--- config.mk ---
export PLATFORM = sky130hd
export DESIGN_NAME = sram_port_arbiter
export DESIGN_NICKNAME = d
export VERILOG_FILES = /design/src/rtl/sram_port_arbiter.sv
export SDC_FILE = /design/constraint.sdc
export NUM_CORES = 1
export LEC_CHECK = 0
export ABC_AREA = 1
export BUFFER_PORTS_ARGS = -buffer_cell sky130_fd_sc_hd__buf_2
export CAP_MARGIN = 20
export CORE_AREA = 5 5 102 104
export CTS_BUF_LIST = sky130_fd_sc_hd__clkbuf_16
export DETAILED_ROUTE_END_ITERATION = 8
export DIE_AREA = 0 0 107 109
export SKIP_LAST_GASP = 1
export SLEW_MARGIN = 20
export SYNTH_ARGS = -nofsm -noshare
export SYNTH_HDL_FRONTEND = slang
export SYNTH_SLANG_ARGS = --single-unit
--- constraint.sdc ---
create_clock -name clk -period 1.68 [get_ports clk]
set_clock_uncertainty 0.2 [all_clocks]
set_input_delay 0 -clock clk [delete_from_list [all_inputs] [get_ports clk]]
set_output_delay 0 -clock clk [all_outputs]
set_load 0.02 [all_outputs]
--- src/rtl/sram_port_arbiter.sv ---
// Arbitrates one single-ported SRAM between fetch (inst) and MEM (data) requesters.
// Data wins by default; a saturating starvation counter forces an inst grant after STARVE_MAX data grants.
module sram_port_arbiter #(
  parameter int unsigned ADDR_W     = 32,
  parameter int unsigned DATA_W     = 32,
  parameter int unsigned MEM_LAT    = 1,
  parameter int unsigned STARVE_MAX = 4
) (
  input  logic                clk,
  input  logic                reset,
  input  logic                inst_req,
  input  logic [ADDR_W-1:0]   inst_addr,
  output logic                inst_ready,
  output logic                inst_rvalid,
  output logic [DATA_W-1:0]   inst_rdata,
  input  logic                data_req,
  input  logic [DATA_W/8-1:0] data_wen,
  input  logic [ADDR_W-1:0]   data_addr,
  input  logic [DATA_W-1:0]   data_wdata,
  output logic                data_ready,
  output logic                data_rvalid,
  output logic [DATA_W-1:0]   data_rdata,
  output logic                mem_en,
  output logic [DATA_W/8-1:0] mem_wen,
  output logic [ADDR_W-1:0]   mem_addr,
  output logic [DATA_W-1:0]   mem_wdata,
  input  logic [DATA_W-1:0]   mem_rdata
);

  localparam logic [3:0] STARVE_LIM = 4'(STARVE_MAX);

  logic [3:0]         starve_cnt;
  logic               starved;
  logic               gnt_i;
  logic               gnt_d;
  logic               rsp_d;
  // {vld, owner} per stage kept as two one-hot bits so the tail drives rvalid straight from a flop
  logic [MEM_LAT-1:0] pipe_i;
  logic [MEM_LAT-1:0] pipe_d;

  always_comb begin
    starved = inst_req && (starve_cnt == STARVE_LIM);
    gnt_d   = data_req && !starved && !reset;
    gnt_i   = inst_req && !gnt_d && !reset;
    rsp_d   = gnt_d && (data_wen == '0);
  end

  always_comb begin
    inst_ready = gnt_i;
    data_ready = gnt_d;
    mem_en     = gnt_i || gnt_d;
    mem_wen    = '0;
    mem_addr   = '0;
    mem_wdata  = '0;
    if (gnt_d) begin
      mem_wen   = data_wen;
      mem_addr  = data_addr;
      mem_wdata = data_wdata;
    end else if (gnt_i) begin
      mem_addr  = inst_addr;
    end
  end

  always_ff @(posedge clk or posedge reset) begin
    if (reset) begin
      starve_cnt <= '0;
      pipe_i     <= '0;
      pipe_d     <= '0;
    end else begin
      if (gnt_d && inst_req) begin
        if (starve_cnt != STARVE_LIM)
          starve_cnt <= starve_cnt + 4'd1;
      end else begin
        starve_cnt <= '0;
      end
      pipe_i[0] <= gnt_i;
      pipe_d[0] <= rsp_d;
      for (int unsigned i = 1; i < MEM_LAT; i++) begin
        pipe_i[i] <= pipe_i[i-1];
        pipe_d[i] <= pipe_d[i-1];
      end
    end
  end

  always_comb begin
    inst_rvalid = pipe_i[MEM_LAT-1];
    data_rvalid = pipe_d[MEM_LAT-1];
    inst_rdata  = inst_rvalid ? mem_rdata : '0;
    data_rdata  = data_rvalid ? mem_rdata : '0;
  end

endmodule

==> results.md <==
Clocking:
- In this run the number of H-tree levels came out at 1.
- The cell at the root of the clock tree is sky130_fd_sc_hd__clkbuf_16.
- CTS saw 6 sinks.
- The clock-pin transition on the worst setup and hold timing paths is around 0.030 ns.
- The number of buffers inserted during clock tree synthesis is 3.
- TritonCTS built the clock tree.
- The clock latency at the later pin of the worst-skew pair is 0.23 ns.
- The number of buffers between clock root and the deepest sink is 2.

Power:
- Total power for the finished layout comes to 0.001386 W.
- Summed over all cells, the static leakage comes to 2.890 nW.
- The power density over cell area is 353.6 nW/um2.
- The worst vdd rail ir drop is 0.0002034 V.

Critical path:
- The slowest cell on the critical path is sky130_fd_sc_hd__dfrtp_1.
- STA classifies the critical path endpoint as an output pin.
- Of all nets on the critical path, the largest fanout is 8.
- The delay contributed by the slowest stage of the critical path is 0.37 ns.
- By instance count, the cell type seen most on the critical path is sky130_fd_sc_hd__buf_4.
- The critical path data required time is 1.48 ns.
- Counting both buffers and inverters, the worst setup path holds a total of 5.
- The cell family contributing the most delay on the critical path is buffers and inverters.
- STA puts the critical path data arrival time at 1.60 ns.
- STA classifies the critical path startpoint as a flip-flop.
- The signal on the critical path passes through inv_1 > ha_2 > nand2_2 > inv_4 > nand2_8 > buf_4 > buf_6 > nand3_1 > nand2_1 > buf_4.
- The worst setup path is of the flip-flop to output pin kind.

Timing:
- The final number of hold-violating endpoints is 1.
- The normalized max-slew margin is 77.26%.
- The worst setup slack after layout is -0.1171 ns.
- The share of the clock period used by the worst path after layout is 107.0%.
- Adding up every negative setup slack in the final design gives -5.652 ns.
- Setup repair after global routing could not meet its margin everywhere.
- The actual transition at the worst max-transition pin is 0.3411 ns.
- The worst hold slack across all endpoints is -0.001933 ns.
- The smallest clock period supported by the final layout is computed as 1.797 ns.
- The count of pins over their slew limit was 0.
- The final setup violation count is just under 70.
- The highest clock frequency the design can meet is 556.5 MHz.

Detailed routing:
- After the first detailed-routing iteration, the DRC count stood at 152.
- After detailed routing, the total wire length is 9139 um.
- The average via count per standard cell is between 4 and 5.
- The count of nets left with antenna violations once routing finished came out at 0.
- The number of vias in the routed layout is 3005.
- For this run, the detailed router's first-pass iteration total came to 4.
- The average wire per standard cell is 12.23 um.
- The number of DRC violations after detailed routing is 0.

Layout:
- The net count of the finished layout is 773.
- The number of diodes added for antenna fixing is 0.
- Cells with a size suffix above 1 make up between 50% and 60% of the layout.
- Relative to the synthesized area, the layout overhead comes to 137.0%.

Floorplan:
- The area inside the core boundary is 9459 um2.
- For this design the top-level I/O count stands at 273.
- Row generation in the floorplan step produced 36 rows.
- The initial core utilization is 17.49%.
- The die is 107 um wide.
- The die is ~110 um tall.
- The floorplan die area is roughly 12000 um2.

Placed design:
- Port buffering added 272 buffers.
- Once detailed placement completed, the half-perimeter wirelength came to 6831 um.
- The weighted congestion at the end of routability-driven global placement is 0.8359.

Worst hold path:
- The worst hold path belongs to the class primary input to flip-flop.

Synthesis:
- The mapped netlist covers 1654 um2.
- In this run, distinct cell masters in the synthesized netlist total 17.
- The number of nets in the synthesized netlist is 492.
- The cell count after synthesis came out at about 350.
- The number of warnings reported in the yosys synthesis log is 0.
- The fraction of the yosys area taken by sequential cells is a little under a tenth.
- The synthesized area per cell is 4.673 um2.
- After synthesis the netlist holds a flip-flop and latch count of 6.

Global route:
- Global routing used 13.03% of the available tracks.
- The first-pass GRT wire length is 12490 um.
- The number of global-route vias before repair is 2730.
- The global-route congestion overflow total is 0.
- Entering global routing, the biggest net connects 34 pins.
- The initial antenna violation count is 0.

Run status:
- The checks that failed: hold timing, setup timing.
- The flow ran to the end, but the final reports show violations.

Run:
- Across the run, the number of max-cap violations was 0.
-- final cells by class --
type	count	area, um2
multi-input combinational	217	1139
inverter	110	420.4
fill	1016	5539
tap	114	142.6
timing repair buffer	297	1993
clock buffer	3	75.07
sequential	6	150.1
-- synthesized netlist by cell type --
cell / count / area (um2)
sky130_fd_sc_hd__dfrtp_1: 6 / 150.1
sky130_fd_sc_hd__buf_4: 1 / 7.510
sky130_fd_sc_hd__inv_2: 1 / 3.750
sky130_fd_sc_hd__xnor2_1: 1 / 8.760
sky130_fd_sc_hd__buf_6: 4 / 45.04
sky130_fd_sc_hd__nor2_1: 41 / 153.9
sky130_fd_sc_hd__nor2_4: 2 / 22.52
sky130_fd_sc_hd__nand3_1: 67 / 335.3
sky130_fd_sc_hd__ha_1: 2 / 25.02
sky130_fd_sc_hd__nor2_2: 1 / 6.260
sky130_fd_sc_hd__nand2_4: 2 / 22.52
sky130_fd_sc_hd__xor2_1: 1 / 8.760
sky130_fd_sc_hd__buf_2: 11 / 55.05
sky130_fd_sc_hd__clkbuf_1: 6 / 22.52
sky130_fd_sc_hd__nand2_1: 98 / 367.9
sky130_fd_sc_hd__nor3_2: 1 / 10.01
sky130_fd_sc_hd__inv_1: 109 / 409.1
-- worst paths after layout --
path	start	endpoint	slack (ns)	cells after the start
min in group asynchronous	reset	starve_cnt[1]$_DFFE_PP0P_	0.09	3
setup / recovery	starve_cnt[0]$_DFFE_PP0P_	mem_addr[5]	-0.12	10
max in group asynchronous	reset	starve_cnt[2]$_DFFE_PP0P_	1.00	3
setup reg to reg	starve_cnt[0]$_DFFE_PP0P_	data_rvalid$_DFF_PP0_	0.17	8
hold reg to reg	starve_cnt[2]$_DFFE_PP0P_	starve_cnt[2]$_DFFE_PP0P_	0.40	2
hold / removal	reset	inst_rvalid$_DFF_PP0_	-0.002	4
-- layer usage --
layer / global-route usage, % / routed length (um) / up-vias
li1: - / - / 1563
met1: 14.51 / 3233 / 1255
met2: 24.10 / 4756 / 173
met3: 4.322 / 1007 / 14
met4: 2.831 / 143 / 0
met5: 0 / 0 / -
-- worst register-to-register path: cells and delay by family (launching register included) --
family / cells / cell delay (ns)
flops: 1 / 0.37
simple gates: 4 / 0.33
buf+inv: 3 / 0.32
fa+ha+maj: 1 / 0.16
-- through the flow --
step                      hold WS (ns)  utilization [%]  instance area [um2]  std cells  worst slack (ns)
final                        -0.001933            41.44                 3920        747           -0.1171
after global routing           0.04309            41.44                 3920        747           -0.1996
after CTS                      0.02676            36.59                 3461        741           -0.1144
after detailed placement       -0.2207            33.07                 3128        728           0.04882
after global placement         -0.2256            33.07                 3128        728           0.07092
after floorplan                -0.4090                -                 1654        354          0.006433
-- cells by family after synthesis --
group,count (synthesis),synth area share (%)
AND/OR/NAND/NOR,212,55.52
buffers and inverters,132,32.83
flip-flops,6,9.077
XOR/XNOR,2,1.059
adder cells (fa/ha/maj),2,1.513
-- power breakdown --
part           internal, W  switching [W]
Combinational     0.000396       0.000459
Sequential        0.000148    0.000000915
Clock             0.000305      0.0000772
Total             0.000849       0.000537
-- cells in the final DEF (no fill, tap or decap) --
| master | synthesis | routed |
|---|---|---|
| sky130_fd_sc_hd__buf_2 | 11 | 204 |
| sky130_fd_sc_hd__dlygate4sd3_1 | 0 | 6 |
| sky130_fd_sc_hd__nand2_8 | 0 | 3 |
| sky130_fd_sc_hd__nand3_2 | 0 | 4 |
| sky130_fd_sc_hd__inv_4 | 0 | 1 |
| sky130_fd_sc_hd__nor2_1 | 41 | 22 |
| sky130_fd_sc_hd__buf_6 | 4 | 33 |
| sky130_fd_sc_hd__nand2_1 | 98 | 96 |
| sky130_fd_sc_hd__dfrtp_1 | 6 | 6 |
| sky130_fd_sc_hd__nand3_1 | 67 | 63 |
| sky130_fd_sc_hd__xor2_1 | 1 | 1 |
| sky130_fd_sc_hd__clkbuf_16 | 0 | 7 |
| sky130_fd_sc_hd__nor2_2 | 1 | 7 |
| sky130_fd_sc_hd__buf_12 | 0 | 3 |
| sky130_fd_sc_hd__xnor2_1 | 1 | 1 |
| sky130_fd_sc_hd__ha_1 | 2 | 1 |
| sky130_fd_sc_hd__inv_2 | 1 | 1 |
| sky130_fd_sc_hd__buf_4 | 1 | 45 |
| sky130_fd_sc_hd__nor3_2 | 1 | 1 |
| sky130_fd_sc_hd__inv_6 | 0 | 1 |
| sky130_fd_sc_hd__nand2_2 | 0 | 2 |
| sky130_fd_sc_hd__nor2_4 | 2 | 15 |
| sky130_fd_sc_hd__buf_16 | 0 | 1 |
| sky130_fd_sc_hd__buf_8 | 0 | 1 |
| sky130_fd_sc_hd__ha_2 | 0 | 1 |
| sky130_fd_sc_hd__inv_1 | 109 | 107 |
-- sequential cells by signal, summed over array words and instances (netlist names) --
name and flops:
data_rvalid 1, inst_rvalid 1, starve_cnt 4
-- timing repair --
action | 4_1_cts | 5_1_grt
buffers inserted | 3 | 1
gates resized for setup | 54 | 100
hold endpoints to repair | 11 | 0
hold buffers | 6 | 0
pin swaps | 3 | 6
gates cloned | 1 | 5
setup endpoints to repair | 70 | 71
(Power assumes the default switching activity.)
